===== config.mk =====
export PLATFORM = sky130hd
export DESIGN_NAME = link_sample_sequencer
export DESIGN_NICKNAME = d
export VERILOG_FILES = /design/src/rtl/link_pkg.sv /design/src/rtl/sample_tick_gen.sv /design/src/rtl/link_sample_sequencer.sv
export SDC_FILE = /design/constraint.sdc
export NUM_CORES = 1
export LEC_CHECK = 0
export CAP_MARGIN = 0
export CELL_PAD_IN_SITES_DETAIL_PLACEMENT = 1
export CELL_PAD_IN_SITES_GLOBAL_PLACEMENT = 2
export CORE_MARGIN = 2
export CORE_UTILIZATION = 28
export CTS_CLUSTER_DIAMETER = 120
export DETAILED_ROUTE_END_ITERATION = 6
export PLACE_DENSITY_LB_ADDON = 0.05
export REMOVE_ABC_BUFFERS = 1
export SYNTH_ARGS = -nofsm -noshare
export SYNTH_HDL_FRONTEND = slang
export SYNTH_SLANG_ARGS = --single-unit

===== constraint.sdc =====
create_clock -name clock -period 2.08 [get_ports clock]
set_input_delay 0.416 -clock clock [delete_from_list [all_inputs] [get_ports clock]]
set_output_delay 0.416 -clock clock [all_outputs]
set_load 0.02 [all_outputs]

===== src/rtl/link_pkg.sv =====
// link_pkg: shared definitions for the link sample sequencer.
//   link_state_t  : sequencer FSM state encoding (IDLE/ARM/RUN/DRAIN)
//   DEFAULT_*     : default sample period and sample width
//   cnt_width()   : bits needed for a counter holding values 0..n-1
package link_pkg;

    typedef enum logic [1:0] {
        ST_IDLE  = 2'd0,
        ST_ARM   = 2'd1,
        ST_RUN   = 2'd2,
        ST_DRAIN = 2'd3
    } link_state_t;

    localparam int DEFAULT_SAMPLE_PERIOD = 720;
    localparam int DEFAULT_DATA_WIDTH    = 8;

    // ceil(log2(n)), never less than one bit so degenerate sizes still elaborate.
    function automatic int cnt_width(input int n);
        int w;
        w = 1;
        for (int i = 1; i < 31; i++) begin
            if ((1 << i) < n) begin
                w = i + 1;
            end
        end
        return w;
    endfunction

endpackage


===== src/rtl/sample_tick_gen.sv =====
// sample_tick_gen: free-running period counter with a one-cycle tick at count 0.
//   clock  : system clock
//   reset  : synchronous active-high reset
//   enable : counter advances while high
//   clear  : holds the counter at 0 (takes priority over enable)
//   tick   : high while enabled and the counter is at 0
// Because the counter sits at 0 while cleared, the first enabled cycle ticks.
module sample_tick_gen
    import link_pkg::*;
#(
    parameter int PERIOD = DEFAULT_SAMPLE_PERIOD
) (
    input  logic clock,
    input  logic reset,
    input  logic enable,
    input  logic clear,
    output logic tick
);

    localparam int CNT_W = cnt_width(PERIOD);
    localparam logic [CNT_W-1:0] LAST = CNT_W'(PERIOD - 1);

    logic [CNT_W-1:0] count_reg;
    logic [CNT_W-1:0] count_next;

    always_comb begin
        count_next = count_reg;
        if (clear) begin
            count_next = '0;
        end else if (enable) begin
            count_next = (count_reg == LAST) ? '0 : count_reg + 1'b1;
        end
    end

    always_ff @(posedge clock) begin
        if (reset) begin
            count_reg <= '0;
        end else begin
            count_reg <= count_next;
        end
    end

    assign tick = enable && !clear && (count_reg == '0);

endmodule


===== src/rtl/link_sample_sequencer.sv =====
// link_sample_sequencer: sample grid, ADC capture to link TX, and RX re-timing to DAC.
//   clock, reset          : system clock, synchronous active-high reset
//   enable                : run request
//   sync_in               : sender sync; SYNC_STABLE consecutive highs arm the grid
//   ad                    : ADC sample, captured on each tick
//   tx_data/valid/ready   : valid/ready handshake towards the link transmitter
//   rx_data/rx_valid      : received word and its one-cycle strobe
//   da                    : DAC sample, updated only on tick cycles
//   sync_out              : receiver path has produced data
//   sample_tick           : one-cycle pulse per grid point
//   overrun_cnt           : saturating count of TX words replaced before acceptance
//   state                 : current FSM state
module link_sample_sequencer
    import link_pkg::*;
#(
    parameter int SAMPLE_PERIOD = DEFAULT_SAMPLE_PERIOD,
    parameter int DATA_WIDTH    = DEFAULT_DATA_WIDTH,
    parameter int SYNC_STABLE   = 4,
    parameter int OVR_CNT_WIDTH = 8
) (
    input  logic                     clock,
    input  logic                     reset,
    input  logic                     enable,
    input  logic                     sync_in,
    input  logic [DATA_WIDTH-1:0]    ad,
    output logic [DATA_WIDTH-1:0]    tx_data,
    output logic                     tx_valid,
    input  logic                     tx_ready,
    input  logic [DATA_WIDTH-1:0]    rx_data,
    input  logic                     rx_valid,
    output logic [DATA_WIDTH-1:0]    da,
    output logic                     sync_out,
    output logic                     sample_tick,
    output logic [OVR_CNT_WIDTH-1:0] overrun_cnt,
    output logic [1:0]               state
);

    localparam int SYNC_W = cnt_width(SYNC_STABLE + 1);
    // Value the counter holds on the cycle whose high sync_in completes the run.
    localparam logic [SYNC_W-1:0] SYNC_LAST = SYNC_W'(SYNC_STABLE - 1);

    link_state_t             state_reg;
    link_state_t             state_next;
    logic [SYNC_W-1:0]       sync_cnt_reg;
    logic [SYNC_W-1:0]       sync_cnt_next;
    logic                    tick;
    logic                    run;

    logic [DATA_WIDTH-1:0]    tx_data_reg;
    logic                     tx_valid_reg;
    logic [OVR_CNT_WIDTH-1:0] ovr_cnt_reg;

    logic [DATA_WIDTH-1:0]    rx_buf_reg;
    logic                     rx_full_reg;
    logic [DATA_WIDTH-1:0]    da_reg;
    logic                     sync_out_reg;

    // ---------------- FSM ----------------
    always_comb begin
        state_next    = state_reg;
        sync_cnt_next = '0;
        unique case (state_reg)
            ST_IDLE: begin
                if (enable) begin
                    state_next = ST_ARM;
                end
            end
            ST_ARM: begin
                if (!enable) begin
                    state_next = ST_IDLE;
                end else if (sync_in) begin
                    if (sync_cnt_reg == SYNC_LAST) begin
                        state_next = ST_RUN;
                    end else begin
                        sync_cnt_next = sync_cnt_reg + 1'b1;
                    end
                end
            end
            ST_RUN: begin
                if (!enable) begin
                    state_next = ST_DRAIN;
                end
            end
            ST_DRAIN: begin
                // Leave only once the last word has been handed over.
                if (!tx_valid_reg) begin
                    state_next = ST_IDLE;
                end
            end
            default: state_next = ST_IDLE;
        endcase
    end

    always_ff @(posedge clock) begin
        if (reset) begin
            state_reg    <= ST_IDLE;
            sync_cnt_reg <= '0;
        end else begin
            state_reg    <= state_next;
            sync_cnt_reg <= sync_cnt_next;
        end
    end

    // ---------------- sample grid ----------------
    assign run = (state_reg == ST_RUN);

    sample_tick_gen #(
        .PERIOD (SAMPLE_PERIOD)
    ) u_tick_gen (
        .clock  (clock),
        .reset  (reset),
        .enable (run),
        .clear  (!run),
        .tick   (tick)
    );

    // ---------------- TX holding register ----------------
    // A tick always loads the new sample; if the old one was still unaccepted
    // it is lost and counted. With tx_ready high the old word goes out on the
    // same edge, so that is not an overrun.
    always_ff @(posedge clock) begin
        if (reset) begin
            tx_data_reg  <= '0;
            tx_valid_reg <= 1'b0;
            ovr_cnt_reg  <= '0;
        end else if (tick) begin
            tx_data_reg  <= ad;
            tx_valid_reg <= 1'b1;
            if (tx_valid_reg && !tx_ready && (ovr_cnt_reg != '1)) begin
                ovr_cnt_reg <= ovr_cnt_reg + 1'b1;
            end
        end else if (tx_valid_reg && tx_ready) begin
            tx_valid_reg <= 1'b0;
        end
    end

    // ---------------- RX re-timer ----------------
    // The buffer is presented to da only on ticks, so da never changes
    // mid-period. A word arriving on the tick cycle itself waits for the next
    // tick (later assignment to rx_full_reg wins).
    always_ff @(posedge clock) begin
        if (reset) begin
            rx_buf_reg   <= '0;
            rx_full_reg  <= 1'b0;
            da_reg       <= '0;
            sync_out_reg <= 1'b0;
        end else begin
            if (tick && rx_full_reg) begin
                da_reg       <= rx_buf_reg;
                sync_out_reg <= 1'b1;
                rx_full_reg  <= 1'b0;
            end
            if ((state_reg != ST_IDLE) && rx_valid) begin
                rx_buf_reg  <= rx_data;
                rx_full_reg <= 1'b1;
            end
            if ((state_reg == ST_DRAIN) && (state_next == ST_IDLE)) begin
                sync_out_reg <= 1'b0;
            end
        end
    end

    assign tx_data     = tx_data_reg;
    assign tx_valid    = tx_valid_reg;
    assign da          = da_reg;
    assign sync_out    = sync_out_reg;
    assign sample_tick = tick;
    assign overrun_cnt = ovr_cnt_reg;
    assign state       = state_reg;

endmodule


# Word-level counts from Yosys, hierarchy flattened

Index checks and enable logic that the tools add are counted.

Register bits after elaboration: 50
Output and inout bits: 29

Bitwise gates (word level): 4
Muxes and demuxes: 11
Add/sub/neg operators: 3
Reduce and logical (&&, ||, !) cells: 18
Equal/unequal tests: 6

Operator list:

| operator                                      | count |
|---|---|
| 2-to-1 mux 2 bit                              | 6 |
| adder 10 x 1 -> 10 bit, second input constant | 1 |
| == test 10 bit, second input constant         | 1 |
| logical NOT 10 bit                            | 1 |
| adder 8 x 1 -> 8 bit, second input constant   | 1 |
| != test 8 bit, second input constant          | 1 |
| case mux 2 bit (4 select lines)               | 1 |
| logical AND 1 bit                             | 7 |
| nonzero test 2 bit                            | 3 |
| OR reduction 5 bit                            | 1 |
| == test 2 bit, second input constant          | 2 |
| logical NOT 2 bit                             | 2 |
| 2-to-1 mux 1 bit                              | 4 |
| inverter 1 bit                                | 4 |
| adder 3 x 1 -> 3 bit, second input constant   | 1 |
| == test 3 x 2 -> 1 bit, second input constant | 1 |
| OR reduction 3 bit                            | 1 |
| == test 2 x 1 -> 1 bit, second input constant | 1 |
| AND reduction 2 bit                           | 1 |
| OR reduction 2 bit                            | 1 |
| logical NOT 1 bit                             | 1 |

# Longest topological paths before layout

Gate-level depths: netlist (run 1).

Word-level depth: 8
Depth in mapped cells: 8
Gate-level depth less buffers: 7

# Modules after synthesis

From an unflattened synthesis (run 1), not the netlist that was laid out.

Cell total of the unflattened synthesis: 222
Area, all modules: 2,060.7 µm²

Modules (own cells, without submodules):

| module                | times used | area an instance (µm²) | cells an instance |
|---|---|---|---|
| link_sample_sequencer | 1          | 1,566.5                | 165 |
| sample_tick_gen       | 1          | 494.2                  | 57 |

# Worst setup path before layout (run 1)

OpenSTA, ideal clock, no wires.

Path type: reg2out
Start point: register state_reg[1], in the netlist state[1]
End point: output port sample_tick
Buffers on the path: 1
Cell stages (with the launch flop): 5
Data required time: 1,664 ps
Setup slack: 178 ps
Data arrival time: 1,486 ps
Cells stage by stage: dfxtp_1 nor4b_4 nand3_1 clkinv_1 buf_1

Longest elaborated chain between the ends: 2

RTL lines:

| what                     | line                         | RTL |
|---|---|---|
| start: declaration       | link_sample_sequencer.sv:42  | `link_state_t state_reg;` |
| start signal: assignment | link_sample_sequencer.sv:99  | `state_reg <= state_next;` |
| == test 2 bit            | link_sample_sequencer.sv:105 | `assign run = (state_reg == ST_RUN);` |
| logical AND 1 bit        | sample_tick_gen.sv:43        | `assign tick = enable && !clear && (count_reg == '0);` |
| end: declaration         | link_sample_sequencer.sv:33  | `output logic sample_tick,` |

Every way passes these cells.

# Worst setup path after layout (run 1)

Start point: register state_reg[0], in the netlist state[0]
End point: output port state[0]

RTL lines:

| what             | line                        | RTL |
|---|---|---|
| end: declaration | link_sample_sequencer.sv:35 | `output logic [1:0] state` |

No word-level cell between the ends.

==> results of run 1 <==
## layer usage
layer / GRT usage / vias up / share of wire
li1: - / 924 / -
met1: 0.1783 / 859 / 0.46
met2: 0.2370 / 32 / 0.50
met3: 0.02678 / 3 / 0.034
met4: 0.03664 / 0 / 0.0058
met5: 0 / - / 0
## cell usage in the layout, fill, tap and decap left out, types with 3 or more instances in the layout
cell and instances:
or4_1 6, clkdlybuf4s50_1 49, nand4_1 5, nand3_1 16, nor2_1 23, xor2_1 5
inv_1 7, clkbuf_8 5, nand2_1 31, buf_4 19, dfxtp_1 50, ha_1 5
xnor2_1 3, a21oi_1 27, mux2i_1 8, o31ai_1 5
## power by group through the flow
stage	Sequential (mW)	Clock, mW	Combinational [mW]
3_3_place_gp	0.994	0	0.0834
3_5_place_dp	0.994	0	0.0837
5_1_grt	0.973	0.886	0.0900
6_report	0.972	0.820	0.0819
2_1_floorplan	0.994	0	0.0176
4_1_cts	0.972	0.853	0.0839
## kinds of logic (layout without fill, tap and decap cells)
family	Yosys count	after routing	share of synthesized area
simple gates	97	97	0.2486
flops	50	50	0.4923
compound gates	42	42	0.1225
buf+inv	17	85	0.03200
xor+xnor	8	8	0.03446
mux	8	8	0.03939
fa+ha+maj	5	5	0.03077
## final cells by class
| class | count | area, um^2 |
|---|---|---|
| Fill cell | 835 | 4239 |
| Timing Repair Buffer | 69 | 638.1 |
| Multi-Input combinational cell | 160 | 967.2 |
| Tap cell | 99 | 123.9 |
| Clock inverter | 3 | 68.82 |
| Clock buffer | 5 | 68.82 |
| Sequential cell | 50 | 1001 |
| Inverter | 8 | 30.03 |
## stage by stage
stage               hold WS, ns  setup slack [ns]
floorplan                0.3990          -0.02833
global placement         0.4113            0.1226
detailed placement       0.4194           0.06917
CTS                      0.4335           0.02744
global route             0.4663           0.08139
finish                   0.4272            0.2086
## critical path, delay by kind of cell (launching register included)
family	cells	cell delay [ns]
buffers and inverters	2	0.77
flip-flops	1	0.38
## how the worst max path moves through the flow
stage                                       start             end  slack (ns)  depth (start not counted)
final                                    state[0]        state[0]        0.21                          2
after detailed placement                 tx_ready  overrun_cnt[7]        0.07                          5
after floorplan           u_tick_gen.count_reg[0]        tx_valid       -0.03                          6
after global routing      u_tick_gen.count_reg[1]     sample_tick        0.08                          6
after global placement    u_tick_gen.count_reg[0]     sample_tick        0.12                          6
after CTS                 u_tick_gen.count_reg[1]     sample_tick        0.03                          6
==> out/results.tsv, run 1 <==
stage	metric	value	unit
drt	DRT Pass-1 Iters	4	
pwr	Sw Ratio	0.2016	
worst_setup_path	R2R Setup Slk	0.23	ns
timing	setup clock skew after layout	0.01146	ns
worst_hold_path	Worst Hold Depth	1	
floorplan	die height	89.22	um
clocking	Clock Tree Root	clkbuf_8	
synthesis	ys async rst share	0	
synthesis	share of the synthesized area in the top cell type	0.4923	
pwr	clock share of power	0.438	
worst_setup_path	critical path, cell by cell	buf_4 -> clkdlybuf4s50_1	
worst_hold_path	min-delay worst type	reg2reg	
pwr	Leak	1.032	nW
placed_design	GP Congestion	0.7507	
placed_design	PortBufs	50	
synthesis	EDFF count, synth	0	
synthesis	register area share after synthesis	0.4923	
drt	Via Count	1818	
flow_run	MaxCap Viol Count	0	
worst_setup_path	slowest stage cell, crit path	clkdlybuf4s50_1	
timing	relative slew slack	0.6997	
synthesis	Synth Instances	227	
drt	DR iter-0 viols	21	
clocking	CTS sink cnt	50	
global_routing	overflow left after global routing	0	
worst_setup_path	arrival time worst endpoint	1.46	ns
timing	Worst Tran Pin Value	0.4499	ns
pwr	Pwr Total	1.874	mW
global_routing	initial antenna violation count	0	
global_routing	number of global-route vias before repair	1765	
clocking	clk buf depth	2	
timing	fmax	534.4	MHz
pwr	Combinational Power Share	0.044	
floorplan	Rows	31	
clocking	cts bufs inserted	5	
layout	P&R area growth vs syn	42.52	%
layout	max reg flops	10	
placed_design	hpwl dp	3800	um
synthesis	Seq cells post-synth	50	
synthesis	synth unique cells	35	
worst_hold_path	Hold Crit Endpoint	sync_cnt_reg[0]	
layout	share of cells above drive strength 1	0.1119	
pwr	Pint	1.496	mW
clocking	worst skew pair latency	0.31	ns
timing	min Tclk post-route	1.871	ns
worst_setup_path	Setup CP Type	reg2out	
placed_design	Placed Area	2765	um^2
worst_setup_path	Reg2Reg Depth	7	
placed_design	placed insts	386	
status	status	finished, final reports clean	
layout	# diodes	0	
worst_setup_path	R2R Path Start	u_tick_gen.count_reg[1]	
timing	RSZ-0062 raised after global routing	no	
clocking	hold buffer count at cts	0	
pwr	P per Cell Area	646.6	nW/um^2
synthesis	top post-synthesis cells by area	dfxtp_1 49%, a21oi_1 6.6%, nand2_1 5.7%	
global_routing	GR Util All Layers	0.1384	
global_routing	first-pass GRT wire length	8528	um
layout	Post-Layout Cell Count	394	
worst_hold_path	hold path startpoint	sync_cnt_reg[0]	
drt	drt drc	0	
timing	Final Cycle Share	0.8997	
synthesis	synth cell count leaders	50 x dfxtp_1, 31 x nand2_1, 27 x a21oi_1	
synthesis	Mapped Area	2033	um^2
worst_setup_path	largest fanout on the critical path	8	
floorplan	initial cell density of the core	0.2849	
floorplan	core area	7137	um^2
worst_setup_path	Largest stage delay, worst path	0.60	ns
clocking	H-tree depth	2	
timing	setup TNS	0	ns
timing	Hold Vio Cnt, Final	0	
drt	Via-to-Cell Ratio	4.614	
pwr	sequential share of power	0.519	
worst_setup_path	worst path required time	1.66	ns
floorplan	Die Wd	89.22	um
timing	Final setup viols	0	
layout	fin nets	321	
clocking	CTS tree	yes	
layout	final instance area	2898	um^2
floorplan	Die Area	7959	um^2
drt	final WL	5314	um
clocking	Setup Buffers After CTS	0	
worst_setup_path	r2r endpoint	overrun_cnt[4]	
synthesis	most area-hungry cell type in the Yosys netlist	dfxtp_1	
floorplan	I/O pin count	51	
pwr	maximum VDD drop	0.2758	mV
global_routing	largest net degree at the start of global routing	38	
clocking	post-cts sizing count	2	
drt	per-cell routed wire length	13.49	um
synthesis	most common cell in the synthesized netlist	dfxtp_1	
synthesis	Primary FF master, synth	dfxtp_1	
layout	Finished Core Util	0.4060	
pwr	sw power	0.3778	mW
worst_setup_path	CP endpoint kind	output port	
synthesis	yosys warns	0	
synthesis	Syn Area/Cell	8.957	um^2
worst_setup_path	Critical Path Start Type	register	
clocking	clock-pin slew on the worst setup and hold paths	0.09	ns
drt	number of nets with antenna violations after routing	0	
timing	Slew Viols, Final	0	
No activity file was read; power rests on OpenSTA's default activity.
==> run 2, diff against run 1 <==
CAP_MARGIN = not set   (was 0)
CELL_PAD_IN_SITES_DETAIL_PLACEMENT = not set   (was 1)
CELL_PAD_IN_SITES_GLOBAL_PLACEMENT = not set   (was 2)
CORE_UTILIZATION = 48   (was 28)
==> out/results.tsv, run 2 (synthesis results as in run 1) <==
stage	metric	value	unit	change
timing	Final setup viols	0		unchanged
pwr	maximum VDD drop	0.4532	mV	+64%
layout	fin nets	318		-0.93%
placed_design	GP Congestion	0.7596		+1.2%
drt	final WL	4398	um	-17%
layout	most common cell after layout, fill and taps aside	dfxtp_1		
drt	DR iter-0 viols	54		+160%
timing	setup clock skew after layout	0.006544	ns	-0.004919 ns
drt	DRT Pass-1 Iters	4		unchanged
clocking	Clock Tree Root	clkbuf_8		
worst_setup_path	Reg2Reg Depth	7		unchanged
placed_design	placed insts	334		-13%
worst_setup_path	arrival time worst endpoint	1.45	ns	about the same
timing	hold_ws	0.4364	ns	+0.009208 ns
clocking	CTS tree	yes		
drt	number of nets with antenna violations after routing	0		unchanged
global_routing	initial antenna violation count	0		unchanged
worst_setup_path	crit path capture	state[0]		
layout	# diodes	0		unchanged
worst_setup_path	Critical Path Start Type	register		
clocking	cts bufs inserted	5		unchanged
layout	register area	1001	um^2	unchanged
clocking	clock-pin slew on the worst setup and hold paths	0.09	ns	about the same
worst_setup_path	worst path required time	1.66	ns	about the same
global_routing	largest net degree at the start of global routing	26		-32%
global_routing	first-pass GRT wire length	7514	um	-12%
clocking	hold buffer count at cts	0		unchanged
global_routing	number of global-route vias before repair	1652		-6.4%
floorplan	Die Wd	69.09	um	-23%
flow_run	MaxCap Viol Count	0		unchanged
layout	Post-Layout Cell Count	342		-13%
clocking	CTS sink cnt	50		unchanged
timing	RSZ-0062 raised after global routing	no		
worst_setup_path	largest fanout on the critical path	8		unchanged
layout	share of cells above drive strength 1	0.1027		-0.009125
timing	Final Cycle Share	0.8948		-0.004871
floorplan	Die Area	4773	um^2	-40%
clocking	worst skew pair latency	0.31	ns	about the same
timing	relative slew slack	0.7297		+0.03005
layout	Filler cells	346		-59%
timing	Slew Viols, Final	0		unchanged
drt	drt drc	0		unchanged
timing	Hold Vio Cnt, Final	0		unchanged
floorplan	I/O pin count	51		unchanged
clocking	clk buf depth	2		unchanged
worst_hold_path	Worst Hold Depth	1		unchanged
pwr	P per Cell Area	585.4	nW/um^2	-9.5%
global_routing	GR Util All Layers	0.1934		+0.05503
timing	Worst Tran Pin Value	0.4049	ns	-0.04501 ns
worst_hold_path	min-delay worst type	reg2reg		
worst_setup_path	r2r endpoint	overrun_cnt[5]		
timing	fmax	537.3	MHz	+0.54%
pwr	Leak	0.9916	nW	-3.9%
timing	min Tclk post-route	1.861	ns	-0.01013 ns
floorplan	die height	69.09	um	-23%
placed_design	PortBufs	50		unchanged
floorplan	initial cell density of the core	0.5047		+0.2198
layout	Multi-input gate area	967.2	um^2	unchanged
drt	Via-to-Cell Ratio	5.190		+12%
worst_setup_path	R2R Setup Slk	0.26	ns	+0.03 ns
worst_setup_path	CP endpoint kind	output port		
drt	Via Count	1775		-2.4%
global_routing	overflow left after global routing	0		unchanged
worst_setup_path	Crit. Startpoint	state[0]		
placed_design	hpwl dp	3223	um	-15%
clocking	H-tree depth	2		unchanged
worst_setup_path	R2R Path Start	u_tick_gen.count_reg[1]		
floorplan	core area	4029	um^2	-44%
layout	P&R area growth vs syn	36.06	%	
layout	max reg flops	10		unchanged
drt	per-cell routed wire length	12.86	um	-4.7%
floorplan	Rows	23		-26%
status	status	finished, final reports clean		
worst_setup_path	Setup CP Type	reg2out		
layout	most frequent cells in the layout	50 x dfxtp_1, 49 x clkdlybuf4s50_1, 31 x nand2_1		
run 2: worst max-delay path, stage by stage (launching register included):
cell and delay (ns):
dfxtp_1 0.38, buf_4 0.16, clkdlybuf4s50_1 0.60
run 2: worst min-delay path by stage:
stage	endpoint	slack, ns	start
CTS	sync_cnt_reg[0]	0.44	sync_cnt_reg[0]
global placement	sync_cnt_reg[0]	0.41	sync_cnt_reg[0]
detailed placement	sync_cnt_reg[0]	0.43	sync_cnt_reg[0]
global route	sync_cnt_reg[0]	0.46	sync_cnt_reg[0]
finish	sync_cnt_reg[0]	0.44	sync_cnt_reg[0]
floorplan	sync_cnt_reg[0]	0.40	sync_cnt_reg[0]
run 2: where the power goes:
group	internal, mW	total, mW	leakage, nW	switching (mW)
Clock	0.237	0.566	0.0441	0.329
Combinational	0.0510	0.0823	0.544	0.0313
Sequential	0.964	0.971	0.404	0.00713
run 2: metrics by stage:
step                setup WS, ns  instance area, um^2  utilization  TNS [ns]  total power [mW]
finish                    0.2187                 2766       0.6866         0             1.619
global route              0.1113                 2766       0.6866         0             1.688
CTS                      0.04368                 2770       0.6876         0             1.638
detailed placement        0.1062                 2681       0.6655         0             1.076
global placement          0.1146                 2681       0.6655         0             1.075
floorplan               -0.02833                 1998            -  -0.03024             1.011
run 2: per-layer routing:
metal  GRT usage  routed length, um
met5           0                  0
met4     0.06536                 65
met3     0.05409                187
met2      0.3344               2203
met1      0.2296               1940
run 2: cell type report:
class | instances | area share
multi-input cells | 160 | 0.3496
flip-flops and latches | 50 | 0.3618
repair buffers | 66 | 0.2225
clock inverters | 3 | 0.007689
well taps | 50 | 0.02261
inverters | 8 | 0.01085
clock buffers | 5 | 0.02488
run 2: what timing repair did:
action,in CTS,in global routing
endpoints found under the setup margin,1,1
buffers inserted,0,0
resized for setup,1,2
